**src/rtl/tft_pkg.sv**
```systemverilog
// tft_pkg
//   Shared definitions for the TFT display path: SPI payload width,
//   bus-arbiter state encoding and the data/command flag values that
//   travel on the dc line alongside each byte.
//   No ports (package).

package tft_pkg;

    localparam int TFT_BYTE_W = 8;

    typedef enum logic [1:0] {
        ARB_IDLE  = 2'd0,
        ARB_GRANT = 2'd1,
        ARB_DRAIN = 2'd2
    } arb_state_t;

    localparam logic DC_CMD  = 1'b0;
    localparam logic DC_DATA = 1'b1;

endpackage

```
**src/rtl/tft_bus_arbiter_if.sv**
```systemverilog
// tft_bus_arbiter_if
//   Bundles the requester side and the tft_spi side of the bus arbiter.
//   Parameters: NUM_REQ requesters, BYTE_W payload width.
//   Signals:
//     req, req_data, req_dc, req_transmit : from requesters
//     gnt, req_busy                       : back to requesters
//     spi_busy                            : from tft_spi
//     spi_data, spi_dc, spi_transmit      : to tft_spi
//     err                                 : sticky dropped-transmit flag
//   Modports: master = requesters/tft_spi side, slave = arbiter.

interface tft_bus_arbiter_if #(
    parameter int NUM_REQ = 3,
    parameter int BYTE_W  = tft_pkg::TFT_BYTE_W
);
    logic [NUM_REQ-1:0]        req;
    logic [NUM_REQ*BYTE_W-1:0] req_data;
    logic [NUM_REQ-1:0]        req_dc;
    logic [NUM_REQ-1:0]        req_transmit;
    logic [NUM_REQ-1:0]        gnt;
    logic                      req_busy;
    logic                      spi_busy;
    logic [BYTE_W-1:0]         spi_data;
    logic                      spi_dc;
    logic                      spi_transmit;
    logic                      err;

    modport master (
        output req, req_data, req_dc, req_transmit, spi_busy,
        input  gnt, req_busy, spi_data, spi_dc, spi_transmit, err
    );

    modport slave (
        input  req, req_data, req_dc, req_transmit, spi_busy,
        output gnt, req_busy, spi_data, spi_dc, spi_transmit, err
    );
endinterface

```
**src/rtl/rr_pick.sv**
```systemverilog
// rr_pick
//   Combinational round-robin picker. Searches req starting at
//   last_owner+1 (wrapping modulo NUM_REQ) and returns the first set bit.
//   Ports:
//     req        in  NUM_REQ  request vector
//     last_owner in  IDX_W    index granted most recently
//     owner      out IDX_W    chosen index (0 when valid=0)
//     valid      out 1        at least one request is set

module rr_pick
    import tft_pkg::*;
#(
    parameter int NUM_REQ = 3,
    localparam int IDX_W  = (NUM_REQ > 1) ? $clog2(NUM_REQ) : 1
) (
    input  logic [NUM_REQ-1:0] req,
    input  logic [IDX_W-1:0]   last_owner,
    output logic [IDX_W-1:0]   owner,
    output logic               valid
);

    logic [IDX_W-1:0] idx;

    // Walk offsets from farthest to nearest so the nearest set bit after
    // last_owner is the one left standing.
    always_comb begin
        owner = '0;
        valid = 1'b0;
        idx   = '0;
        for (int k = NUM_REQ; k >= 1; k--) begin
            idx = IDX_W'((int'(last_owner) + k) % NUM_REQ);
            if (req[idx]) begin
                owner = idx;
                valid = 1'b1;
            end
        end
    end

endmodule

```
**src/rtl/tft_bus_arbiter.sv**
```systemverilog
// tft_bus_arbiter
//   Shares one tft_spi byte transmitter between NUM_REQ requesters.
//   Round-robin grants that last a whole burst (while req is held),
//   registered byte/dc/transmit toward tft_spi, merged busy back to the
//   requesters, and a sticky err flag for every dropped transmit.
//   Ports:
//     clk  in  system clock
//     rst  in  asynchronous reset, active-low
//     bus  slave modport of tft_bus_arbiter_if (requesters + tft_spi)

module tft_bus_arbiter
    import tft_pkg::*;
#(
    parameter int NUM_REQ = 3,
    parameter int BYTE_W  = TFT_BYTE_W
) (
    input  logic                 clk,
    input  logic                 rst,
    tft_bus_arbiter_if.slave     bus
);

    localparam int IDX_W = (NUM_REQ > 1) ? $clog2(NUM_REQ) : 1;
    localparam logic [IDX_W-1:0] LAST_IDX = IDX_W'(NUM_REQ - 1);

    function automatic logic [NUM_REQ-1:0] onehot(input logic [IDX_W-1:0] idx);
        logic [NUM_REQ-1:0] v;
        v = '0;
        for (int i = 0; i < NUM_REQ; i++) begin
            v[i] = (idx == IDX_W'(i));
        end
        return v;
    endfunction

    arb_state_t         state;
    arb_state_t         state_nxt;
    logic [IDX_W-1:0]   owner;      // doubles as last_owner for the picker
    logic [IDX_W-1:0]   pick_owner;
    logic               pick_valid;

    logic [NUM_REQ-1:0] owner_sel;
    logic               owner_req;
    logic               owner_tx;
    logic               other_tx;
    logic [BYTE_W-1:0]  owner_data;
    logic               owner_dc;
    logic               accept;
    logic               drop;

    rr_pick #(.NUM_REQ(NUM_REQ)) u_pick (
        .req        (bus.req),
        .last_owner (owner),
        .owner      (pick_owner),
        .valid      (pick_valid)
    );

    // spi_transmit is folded in so the cycle the pulse is out counts as busy,
    // covering the gap before tft_spi raises spi_busy.
    assign bus.req_busy = bus.spi_busy | bus.spi_transmit;

    // Owner-side view of the request bus.
    always_comb begin
        owner_sel  = onehot(owner);
        owner_req  = |(bus.req & owner_sel);
        owner_tx   = |(bus.req_transmit & owner_sel);
        other_tx   = |(bus.req_transmit & ~owner_sel);
        owner_data = '0;
        owner_dc   = 1'b0;
        for (int i = 0; i < NUM_REQ; i++) begin
            if (owner_sel[i]) begin
                owner_data = bus.req_data[i*BYTE_W +: BYTE_W];
                owner_dc   = bus.req_dc[i];
            end
        end
    end

    // FSM: state register.
    always_ff @(posedge clk or negedge rst) begin
        if (!rst) begin
            state <= ARB_IDLE;
        end else begin
            state <= state_nxt;
        end
    end

    // FSM: next-state logic.
    always_comb begin
        state_nxt = state;
        case (state)
            ARB_IDLE:  if (pick_valid)    state_nxt = ARB_GRANT;
            ARB_GRANT: if (!owner_req)    state_nxt = ARB_DRAIN;
            ARB_DRAIN: if (!bus.req_busy) state_nxt = ARB_IDLE;
            default:                      state_nxt = ARB_IDLE;
        endcase
    end

    // FSM: outputs. Only the owner may send, and only while the line is free;
    // a transmit in the same cycle the owner drops req is still honoured.
    always_comb begin
        accept = 1'b0;
        drop   = 1'b0;
        case (state)
            ARB_GRANT: begin
                accept = owner_tx & ~bus.req_busy;
                drop   = other_tx | (owner_tx & bus.req_busy);
            end
            default: begin
                drop   = |bus.req_transmit;
            end
        endcase
    end

    // Grant and owner registers.
    always_ff @(posedge clk or negedge rst) begin
        if (!rst) begin
            owner   <= LAST_IDX;
            bus.gnt <= '0;
        end else if (state == ARB_IDLE && pick_valid) begin
            owner   <= pick_owner;
            bus.gnt <= onehot(pick_owner);
        end else if (state != ARB_GRANT || !owner_req) begin
            bus.gnt <= '0;
        end
    end

    // Toward tft_spi; byte and dc hold the last sent value between pulses.
    always_ff @(posedge clk or negedge rst) begin
        if (!rst) begin
            bus.spi_data     <= '0;
            bus.spi_dc       <= 1'b0;
            bus.spi_transmit <= 1'b0;
            bus.err          <= 1'b0;
        end else begin
            bus.spi_transmit <= accept;
            bus.err          <= bus.err | drop;
            if (accept) begin
                bus.spi_data <= owner_data;
                bus.spi_dc   <= owner_dc;
            end
        end
    end

endmodule
```
**src/flat_wrapper.sv**
```systemverilog
// flat-port wrapper written by rule: the top's interface ports become plain ports
module tft_bus_arbiter_flat import tft_pkg::*;
#(
    parameter int NUM_REQ = 3,
    parameter int BYTE_W  = TFT_BYTE_W
)
  (clk, rst, bus_req, bus_req_data, bus_req_dc, bus_req_transmit, bus_spi_busy, bus_gnt, bus_req_busy, bus_spi_data, bus_spi_dc, bus_spi_transmit, bus_err);
  tft_bus_arbiter_if #(.NUM_REQ(NUM_REQ), .BYTE_W(BYTE_W)) bus_i ();
  input  logic clk;
  input  logic rst;
  input wire logic [$bits(bus_i.req)-1:0] bus_req;
  input wire logic [$bits(bus_i.req_data)-1:0] bus_req_data;
  input wire logic [$bits(bus_i.req_dc)-1:0] bus_req_dc;
  input wire logic [$bits(bus_i.req_transmit)-1:0] bus_req_transmit;
  input wire logic [$bits(bus_i.spi_busy)-1:0] bus_spi_busy;
  output wire logic [$bits(bus_i.gnt)-1:0] bus_gnt;
  output wire logic [$bits(bus_i.req_busy)-1:0] bus_req_busy;
  output wire logic [$bits(bus_i.spi_data)-1:0] bus_spi_data;
  output wire logic [$bits(bus_i.spi_dc)-1:0] bus_spi_dc;
  output wire logic [$bits(bus_i.spi_transmit)-1:0] bus_spi_transmit;
  output wire logic [$bits(bus_i.err)-1:0] bus_err;
  assign bus_i.req = bus_req;
  assign bus_i.req_data = bus_req_data;
  assign bus_i.req_dc = bus_req_dc;
  assign bus_i.req_transmit = bus_req_transmit;
  assign bus_i.spi_busy = bus_spi_busy;
  assign bus_gnt = bus_i.gnt;
  assign bus_req_busy = bus_i.req_busy;
  assign bus_spi_data = bus_i.spi_data;
  assign bus_spi_dc = bus_i.spi_dc;
  assign bus_spi_transmit = bus_i.spi_transmit;
  assign bus_err = bus_i.err;
  tft_bus_arbiter #(.NUM_REQ(NUM_REQ), .BYTE_W(BYTE_W)) u_core (.clk(clk), .rst(rst), .bus(bus_i));
endmodule
```
**config.mk**
```make
export PLATFORM = sky130hd
export DESIGN_NAME = tft_bus_arbiter_flat
export DESIGN_NICKNAME = d
export VERILOG_FILES = /design/src/rtl/tft_pkg.sv /design/src/rtl/tft_bus_arbiter_if.sv /design/src/rtl/rr_pick.sv /design/src/rtl/tft_bus_arbiter.sv /design/src/flat_wrapper.sv
export SDC_FILE = /design/constraint.sdc
export NUM_CORES = 1
export LEC_CHECK = 0
export CAP_MARGIN = 20
export CORE_ASPECT_RATIO = 0.6
export CORE_MARGIN = 2
export CORE_UTILIZATION = 42
export DETAILED_ROUTE_END_ITERATION = 10
export PLACE_DENSITY = 0.88
export SLEW_MARGIN = 20
export SYNTH_ARGS = -nofsm -noshare
export SYNTH_HDL_FRONTEND = slang
export SYNTH_SLANG_ARGS = --single-unit
```
**constraint.sdc**
```tcl
create_clock -name clk -period 2.6 [get_ports clk]
set_input_delay 0.78 -clock clk [delete_from_list [all_inputs] [get_ports clk]]
set_output_delay 0.78 -clock clk [all_outputs]
set_load 0.02 [all_outputs]
```
After elaboration in Yosys (flattened, before gate mapping):

Cells that the tools add are included.

* register bits: 18
* input bits: 36
* output and inout bits: 15
* logic and storage cells: 74

* $add $sub $neg: 3
* div/mod/pow operators: 3
* order comparisons: 3
* eq/ne operators: 10
* multiplexer cells: 26
* bitwise gates (word level): 10
* reductions and logical operators: 12

Operators with widths (number)
* $mod 32x3->32 const B: 3
* $mux 8: 3
* $mux 2: 6
* $reduce_or 3->1: 4
* $mux 1: 11
* $and 3x3->3: 3
* $lt 2x3->1 const B: 3
* $add 2x2->3 const B: 2
* $bmux 1 s2: 3
* $eq 2x1->1 const B: 3
* $eq 2x2->1 const B: 3
* $logic_not 2->1: 3
* $mux 3: 2
* $pmux 2 s3: 1
* $ne 2x1->1 const B: 2
* $ne 2x2->1 const B: 2
* $add 2x1->3 const B: 1
* $not 3->3: 1
* $or 1x1->1: 3
* $reduce_and 3->1: 1
* $and 1x1->1: 2
* $reduce_bool 2->1: 1
* $logic_and 1x1->1: 1
* $logic_not 1->1: 1
* 2 further kinds: 2

Logic depth before layout (Yosys ltp):

Gate-level depths: netlist of run 1.

* depth after elaboration: 9
* depth in mapped cells: 7
* depth with buffers taken out: 6

Modules after synthesis:

A second synthesis of run 1 with hierarchy kept.

* cells, all modules: 118
* area total of the unflattened synthesis: 1188.6 um^2

Modules (own cells, without submodules)
* tft_bus_arbiter: instances 1, cells each 91, area each 997.2 um^2, sequential area each 451.7 um^2
* rr_pick: instances 1, cells each 27, area each 191.4 um^2, sequential area each 0.0 um^2

Least setup slack after synthesis of run 1:

No wires, ideal clock.

* kind: register to register
* start: register u_core.owner[1]
* end: register u_core.bus.gnt[0]
* library setup time: 122 ps
* arrival: 1826 ps
* data required time: 2478 ps
* setup slack: 653 ps
* cell stages (with the launch flop): 8
* path buffers: 1
* period minus slack after synthesis: 1947 ps
* path through: dfstp_2 -> inv_1 -> ha_1 -> buf_2 -> nand3_1 -> o221ai_1 -> o31a_1 -> a32o_1

* word-level cells in the longest chain between the ends: 9
* elaborated cells between the ends (all ways): 29
* those cells by class: 3 x add/sub; 3 x div; 2 x eq/ne; 13 x mux; 1 x bitwise; 7 x reduce/logical

RTL lines
* start, declared: RTL line tft_bus_arbiter.sv:36 `logic [IDX_W-1:0] owner;`
* start signal, assigned: RTL line tft_bus_arbiter.sv:118 `owner <= pick_owner;`
* $add 2x2->3: RTL line rr_pick.sv:31 `idx = IDX_W'((int'(last_owner) + k) % NUM_REQ);`
* $mod 32x3->32: RTL line rr_pick.sv:31
* $bmux 1 s2: RTL line rr_pick.sv:32 `if (req[idx]) begin`
* $mux 1 (implied by the code): RTL line rr_pick.sv:32
* $mux 2 / $mux 1 (equally long branches) (3 in a row): RTL line rr_pick.sv:32
* $logic_not 2->1 / $logic_and 1x1->1 (equally long branches): RTL line tft_bus_arbiter.sv:29, tft_bus_arbiter.sv:117
* $mux 3 / $reduce_bool 2->1 (equally long branches)
* end signal, assigned: RTL line tft_bus_arbiter.sv:119 `bus.gnt <= onehot(pick_owner);`
* end, declared: RTL line tft_bus_arbiter_if.sv:35 `output gnt, req_busy, spi_data, spi_dc, spi_transmit, err`

Parallel ways exist; a longest one is shown, timed or not. The select of a mux whose other input is x is not followed.
A chain may end at the register's enable or synchronous reset.

Worst setup path in the final report of run 1:

* start: input port bus_spi_busy
* end: output port bus_req_busy

* word-level cells in the longest chain between the ends: 1

RTL lines
* start, declared: RTL line flat_wrapper.sv:15 `input wire logic [$bits(bus_i.spi_busy)-1:0] bus_spi_busy;`
* $or 1x1->1: RTL line tft_bus_arbiter.sv:58 `assign bus.req_busy = bus.spi_busy | bus.spi_transmit;`
* end, declared: RTL line flat_wrapper.sv:17 `output wire logic [$bits(bus_i.req_busy)-1:0] bus_req_busy;`

No other way between the ends.

==> results of run 1 <==
==> flip-flops by register name (all words and copies together) (netlist names) <==
name,count
u_core.bus.spi_data,8
u_core.bus.spi_dc,1
u_core.bus.err,1
u_core.owner,2
u_core.bus.spi_transmit,1
u_core.bus.gnt,3
u_core.state,2
==> worst max-delay path: stages <==
cell             delay [ps]
clkdlybuf4s50_1         400
nor2_1                  150
inv_1                    80
dlygate4sd2_1           320
==> area by class of cell <==
| cell class | instances | area [um2] |
|---|---|---|
| flip-flops and latches | 18 | 452 |
| fillers | 188 | 818 |
| well taps | 32 | 40.0 |
| multi-input cells | 94 | 679 |
| repair buffers | 54 | 529 |
| inverters | 5 | 18.8 |
| clock buffers | 4 | 55.1 |
==> worst paths after layout <==
path                                    from                end  cells after the start
max in group asynchronous                rst    u_core.owner[1]                      2
max                             bus_spi_busy       bus_req_busy                      4
min reg2reg                u_core.bus.gnt[1]  u_core.bus.gnt[1]                      2
min in group asynchronous                rst     u_core.bus.err                      2
max reg2reg                  u_core.owner[1]    u_core.state[0]                      6
min                        u_core.bus.gnt[1]  u_core.bus.gnt[1]                      2
==> metrics by stage <==
step | power, mW | setup slack, ps | hold WS [ps] | util (%)
floorplan | 1.20 | 653 | 484 | -
global placement | 1.52 | -139 | 474 | 66.2
detailed placement | 1.58 | -151 | 478 | 66.2
CTS | 1.81 | 78.7 | 498 | 68.2
global route | 1.95 | 37.5 | 529 | 68.4
finish | 1.83 | 81.2 | 495 | 68.4
==> per-layer routing <==
layer	part of all wire, %	vias to the layer above	global-route usage (%)
li1	-	555	-
met1	44	521	26.8
met2	46	52	38.4
met3	7.7	6	6.47
met4	1.5	0	3.70
met5	0	-	0
==> cells by family (layout without fill, tap and decap cells) <==
group,after synthesis,after routing,share of synthesized area (%)
AO/OA/AOI/OAI,39,39,21.9
AND/OR/NAND/NOR,36,36,16.6
flip-flops,18,18,38.2
multiplexers,14,14,13.2
buffers and inverters,12,63,4.86
adder cells (fa/ha/maj),5,5,5.29
==> synthesized netlist by cell type, types with 2 or more instances <==
library cell   n
buf_2          3
nand2_1       15
a21oi_1        8
a222oi_1       2
mux2i_1        4
ha_1           5
clkbuf_1       2
dfrtp_1       17
nor2_1         5
o211ai_1       2
mux2_2         9
a22oi_1        4
o21ai_0       14
nor2b_1        3
and3b_1        6
nand2b_1       2
inv_1          5
==> power groups by stage <==
| stage | clock (mW) | sequential (mW) | combinational [mW] |
|---|---|---|---|
| floorplan | 0 | 0.551 | 0.651 |
| global placement | 0 | 0.458 | 1.06 |
| detailed placement | 0 | 0.464 | 1.11 |
| CTS | 0.230 | 0.461 | 1.11 |
| global route | 0.245 | 0.475 | 1.23 |
| finish | 0.231 | 0.463 | 1.14 |
==> repair_timing <==
action                                 CTS  global route
pin swaps                                0             0
endpoints found under the hold margin    0             0
setup endpoints to repair                1             3
hold buffers                             0             0
gates cloned                             0             0
gates resized for setup                  1             1
==> results.py, run 1 <==
metrics = {
    "logic_synthesis": {
        "synth_top_area_share_pct": 35.9,
        "syn_area_mm2": 0.00118,
        "synthArstFlopShare_pct": 100,
        "ys_ff_latch": 18,
        "ys.flop_type": "dfrtp_1",
        "yosysWarnings": 0,
        "synth_cell_types": 35,
        "synth_edf_count": 0,
        "synth_cells": 124,
        "synth_top_area_cell": "dfrtp_1",
        "avgSynthCellArea_um2": 9.55,
        "seq_area_frac_synth_pct": 38.2,
        "synth.area.top_cells": "dfrtp_1 (36%), mux2_2 (8.6%), o21ai_0 (5.9%), ha_1 (5.3%), nand2_1 (4.8%)",
        "syn-num-nets": 165,
    },
    "worst_setup_path": {
        "crit_arrival_ps": 1740,
        "crit_fanout": 2,
        "start_kind": "input pin",
        "crit_type": "input pin to output port",
        "endpoint_kind": "output port",
        "crit_required_ps": 1820,
        "timing.reg2reg.setup_slack_ps": 160,
    },
    "power_and_ir_drop": {
        "power.leakage_nw": 0.744,
        "seqPwrFrac_pct": 25.2,
        "power.share.combinational_pct": 62.1,
        "max-vdd-ir-drop_mv": 0.537,
        "power_switching_mw": 0.779,
        "p_clk_share_pct": 12.6,
        "p_int_mw": 1.05,
        "sw_frac_of_total_pct": 42.5,
        "p_per_area_mw_per_mm2": 1030,
    },
    "timing": {
        "slew-limit-headroom_pct": 54.7,
        "fin_crit_sh_pct": 96.9,
        "max_freq_mhz": 397,
        "final_hold_viol_count": 0,
        "finalSetupViolCount": 0,
        "tns_ps": 0,
        "finalMaxSlewViolations": 0,
        "fin_skew_ps": 2.30,
        "min_period_ps": 2520,
        "rsz0062_at_grt": "false",
        "worstMarginPinSlew_ps": 679,
    },
    "drt": {
        "dr.pass1.iters": 6,
        "wirelength_mm": 3.36,
        "vias": 1134,
        "ant_nets": 0,
        "drc": 0,
        "vias_per_cell": 5.48,
        "avgRoutedWirePerCell_um": 16.2,
        "drt_iter0_markers": 141,
    },
    "cells_and_area": {
        "layoutNonFillerInstCount": 207,
        "layout_commonest_cell": "clkdlybuf4s50_1",
        "diodes": 0,
        "layout_common_cells": "clkdlybuf4s50_1 (49), dfrtp_1 (17), nand2_1 (15), o21ai_0 (14), mux2_2 (9)",
        "fin_nets": 217,
        "drive_gt1_share_pct": 12.6,
        "stdcell_area_mm2": 0.00177,
        "area_growth_pct": 49.9,
    },
    "flow_run": {
        "drv_cap": 0,
    },
    "floorplanning": {
        "fp.dieH_um": 45.1,
        "start_util_pct": 45.7,
        "die_x_um": 72.5,
        "design.die.area_mm2": 0.00327,
        "core-area_mm2": 0.00259,
        "placementRows": 14,
        "pin_count": 51,
    },
    "clock_network": {
        "cts_max_level": 1,
        "numClockSinks": 18,
        "clk_latency_ps": 260,
        "clk_pin_slew_ps": 70,
        "post_cts_buffers": 0,
        "cts_made_buffers": 3,
        "clockBufferDepth": 2,
        "cts_tree": "built",
        "cts_root_buffer": "clkbuf_8",
    },
    "global_route": {
        "grt_overflow": 0,
        "grt_pass1_wl_mm": 5.30,
        "antenna_found_initial": 0,
        "grt_util_all_layers_pct": 21.6,
        "grt_start_max_net_pins": 21,
        "grt_pass1_vias": 1155,
    },
    "hold_path": {
        "hold_path_class": "register to register",
    },
    "place": {
        "dp_hpwl_mm": 2.53,
        "portBuffers": 50,
        "dpl_cell_area_mm2": 0.00172,
        "gp_congestion": 0.868,
        "dp.cells": 203,
    },
    "status": {
        "status": "finished clean",
    },
}
No activity file was read; power rests on OpenSTA's default activity.
==> run 2, diff against run 1 <==
--- a/config.mk
+++ b/config.mk
@@ -5,7 +5,6 @@
 export SDC_FILE = /design/constraint.sdc
 export NUM_CORES = 1
 export LEC_CHECK = 0
-export CAP_MARGIN = 20
 export CORE_ASPECT_RATIO = 0.6
 export CORE_MARGIN = 2
 export CORE_UTILIZATION = 42
@@ -14,4 +13,5 @@
 export SLEW_MARGIN = 20
 export SYNTH_ARGS = -nofsm -noshare
 export SYNTH_HDL_FRONTEND = slang
+export SYNTH_HIERARCHICAL = 1
 export SYNTH_SLANG_ARGS = --single-unit
==> run 2 against run 1 <==
Effect of this change: sequential share of layout area down 0.42 points; critical path type unchanged; combinational power about the same; routed wire length down 4.1%; count of clock-buffer cells in the layout unchanged; hold slack better by 6.8 ps; via count down 4.4%; clock skew up 4.5 ps.
==> results.py, run 2 <==
metrics = {
    "worst_setup_path": {
        "start_kind": "input pin",
        "max_stage_delay_ps": 390,
        "crit_type": "input pin to output port",
        "crit_required_ps": 1820,
        "crit_arrival_ps": 1780,
        "critPathSlowestCell": "clkdlybuf4s50_1",
        "crit_chain": "clkdlybuf4s50_1 > or2_2 > dlygate4sd2_1",
        "crit_fanout": 2,
        "endpoint_kind": "output port",
    },
    "cells_and_area": {
        "diodes": 0,
        "largest_reg_flops": 8,
        "regMostFlops": "u_core/bus.spi_data",
        "finish.utilization_pct": 69.6,
        "fin_nets": 215,
        "reg_top3": "u_core/bus.spi_data x8, u_core/bus.gnt x3",
        "layout_common_cells": "clkdlybuf4s50_1 (49), dfrtp_1 (17), nand2_1 (15), mux2i_1 (14), o21ai_0 (14)",
        "drive_gt1_share_pct": 14.4,
        "area_growth_pct": 51.8,
        "layout_commonest_cell": "clkdlybuf4s50_1",
        "num-fill-cells": 202,
        "layoutNonFillerInstCount": 206,
    },
    "logic_synthesis": {
        "ys.flop_type": "dfrtp_1",
        "synth_cell_types": 30,
        "synth.area.top_cells": "dfrtp_1 (36%), mux2i_1 (12%), mux2_4 (11%), o21ai_0 (5.9%), nand2_1 (4.7%)",
        "synth_edf_count": 0,
        "synthArstFlopShare_pct": 100,
        "ys_ff_latch": 18,
        "yosysMostFrequentCell": "dfrtp_1",
        "synth_cells": 118,
        "synthTopCellsByCount": "dfrtp_1 (17), nand2_1 (15), mux2i_1 (14), o21ai_0 (14), mux2_4 (9)",
        "syn_area_mm2": 0.00119,
        "synth_top_area_share_pct": 35.8,
        "syn-num-nets": 158,
        "synth_top_area_cell": "dfrtp_1",
        "yosysWarnings": 6,
        "seq_area_frac_synth_pct": 38.0,
        "avgSynthCellArea_um2": 10.1,
    },
    "global_route": {
        "antenna_found_initial": 0,
        "grt_pass1_wl_mm": 5.04,
        "grt_start_max_net_pins": 19,
        "grt_pass1_vias": 1091,
        "grt_overflow": 0,
        "grt_util_all_layers_pct": 20.4,
    },
    "timing": {
        "slew-limit-headroom_pct": 39.0,
        "final_hold_viol_count": 0,
        "fin_crit_sh_pct": 98.5,
        "fin_skew_ps": 6.80,
        "min_period_ps": 2560,
        "worstMarginPinSlew_ps": 914,
        "max_freq_mhz": 391,
        "rsz0062_at_grt": "false",
        "finalSetupViolCount": 0,
        "finalMaxSlewViolations": 0,
    },
    "floorplanning": {
        "die_x_um": 72.7,
        "pin_count": 51,
        "start_util_pct": 45.8,
        "fp.dieH_um": 45.2,
        "design.die.area_mm2": 0.00329,
        "placementRows": 14,
        "core-area_mm2": 0.00259,
    },
    "power_and_ir_drop": {
        "max-vdd-ir-drop_mv": 0.546,
        "p_per_area_mw_per_mm2": 1020,
        "power.leakage_nw": 0.783,
    },
    "flow_run": {
        "drv_cap": 0,
    },
    "drt": {
        "vias_per_cell": 5.26,
        "wirelength_mm": 3.22,
        "ant_nets": 0,
        "drc": 0,
        "drt_iter0_markers": 37,
        "dr.pass1.iters": 6,
        "avgRoutedWirePerCell_um": 15.6,
        "vias": 1084,
    },
    "status": {
        "status": "finished clean",
    },
    "clock_network": {
        "cts_made_buffers": 3,
        "clockBufferDepth": 2,
        "cts_tree": "built",
        "cts_max_level": 1,
        "clk_latency_ps": 260,
        "numClockSinks": 18,
        "cts_root_buffer": "clkbuf_8",
        "clk_pin_slew_ps": 60,
    },
    "place": {
        "dp.cells": 202,
        "gp_congestion": 0.769,
        "dp_hpwl_mm": 2.61,
        "portBuffers": 50,
    },
    "hold_path": {
        "hold_path_class": "register to register",
    },
}
==> run 2: metrics by stage <==
step	instance area [um2]	total power, mW	setup TNS, ps	setup WS (ps)	hold slack, ps
global placement	1750	1.56	-170	-170	481
detailed placement	1750	1.61	-247	-187	492
CTS	1800	1.85	0	36.6	503
global route	1800	1.96	0	13.1	517
floorplan	1190	1.19	0	458	466
finish	1800	1.84	0	39.7	501
==> run 2: area by class of cell <==
class,count,area (um2),area share [%]
multi-input combinational,88,679,37.7
tap,32,40.0,2.22
sequential,18,452,25.0
timing repair buffer,57,552,30.6
inverter,7,26.3,1.46
clock buffer,4,55.1,3.05
==> run 2: worst max-delay path, delay by kind of cell <==
family | cells | cell delay [ps]
buffers and inverters | 2 | 710
and+or+nand+nor | 1 | 290
==> run 2: what timing repair did <==
item / in CTS / in global routing
hold buffers: 0 / 0
endpoints found under the setup margin: 1 / 0
buffers inserted: 0 / 0
resized for setup: 1 / 0
==> run 2: final timing paths <==
kind | start | to | slack (ps) | cells after the start
worst max-delay path | bus_spi_busy | bus_req_busy | 40 | 3
worst min-delay path | u_core/bus.gnt[1] | u_core/bus.gnt[1] | 500 | 1
worst max register to register | u_core/owner[0] | u_core/bus.spi_data[4] | 200 | 5
worst min register to register | u_core/bus.gnt[1] | u_core/bus.gnt[1] | 500 | 1
max in group asynchronous | rst | u_core/owner[1] | 1480 | 2
min in group asynchronous | rst | u_core/bus.spi_data[3] | 860 | 2
==> run 2: cell families (layout without fill, tap and decap cells) <==
group	count (synthesis)	in the layout	share of synthesized area (%)
AOI/OAI and AO/OA	28	28	14.9
adders and majority gates	4	4	4.21
buffers and inverters	12	68	4.84
DFF	18	18	38.0
muxes	25	25	25.1
and+or+nand+nor	31	31	12.9
==> run 2: power by group <==
| part | switching [mW] | internal (mW) |
|---|---|---|
| Clock | 0.0968 | 0.135 |
| Sequential | 0.0898 | 0.404 |
| Combinational | 0.529 | 0.591 |
| Total | 0.715 | 1.13 |
==> run 2: layer usage <==
| layer | wire (um) | GRT usage, % | up-vias |
|---|---|---|---|
| li1 | - | - | 529 |
| met1 | 1490 | 27.8 | 519 |
| met2 | 1560 | 33.6 | 30 |
| met3 | 117 | 3.57 | 6 |
| met4 | 47 | 6.67 | 0 |
| met5 | 0 | 0 | - |
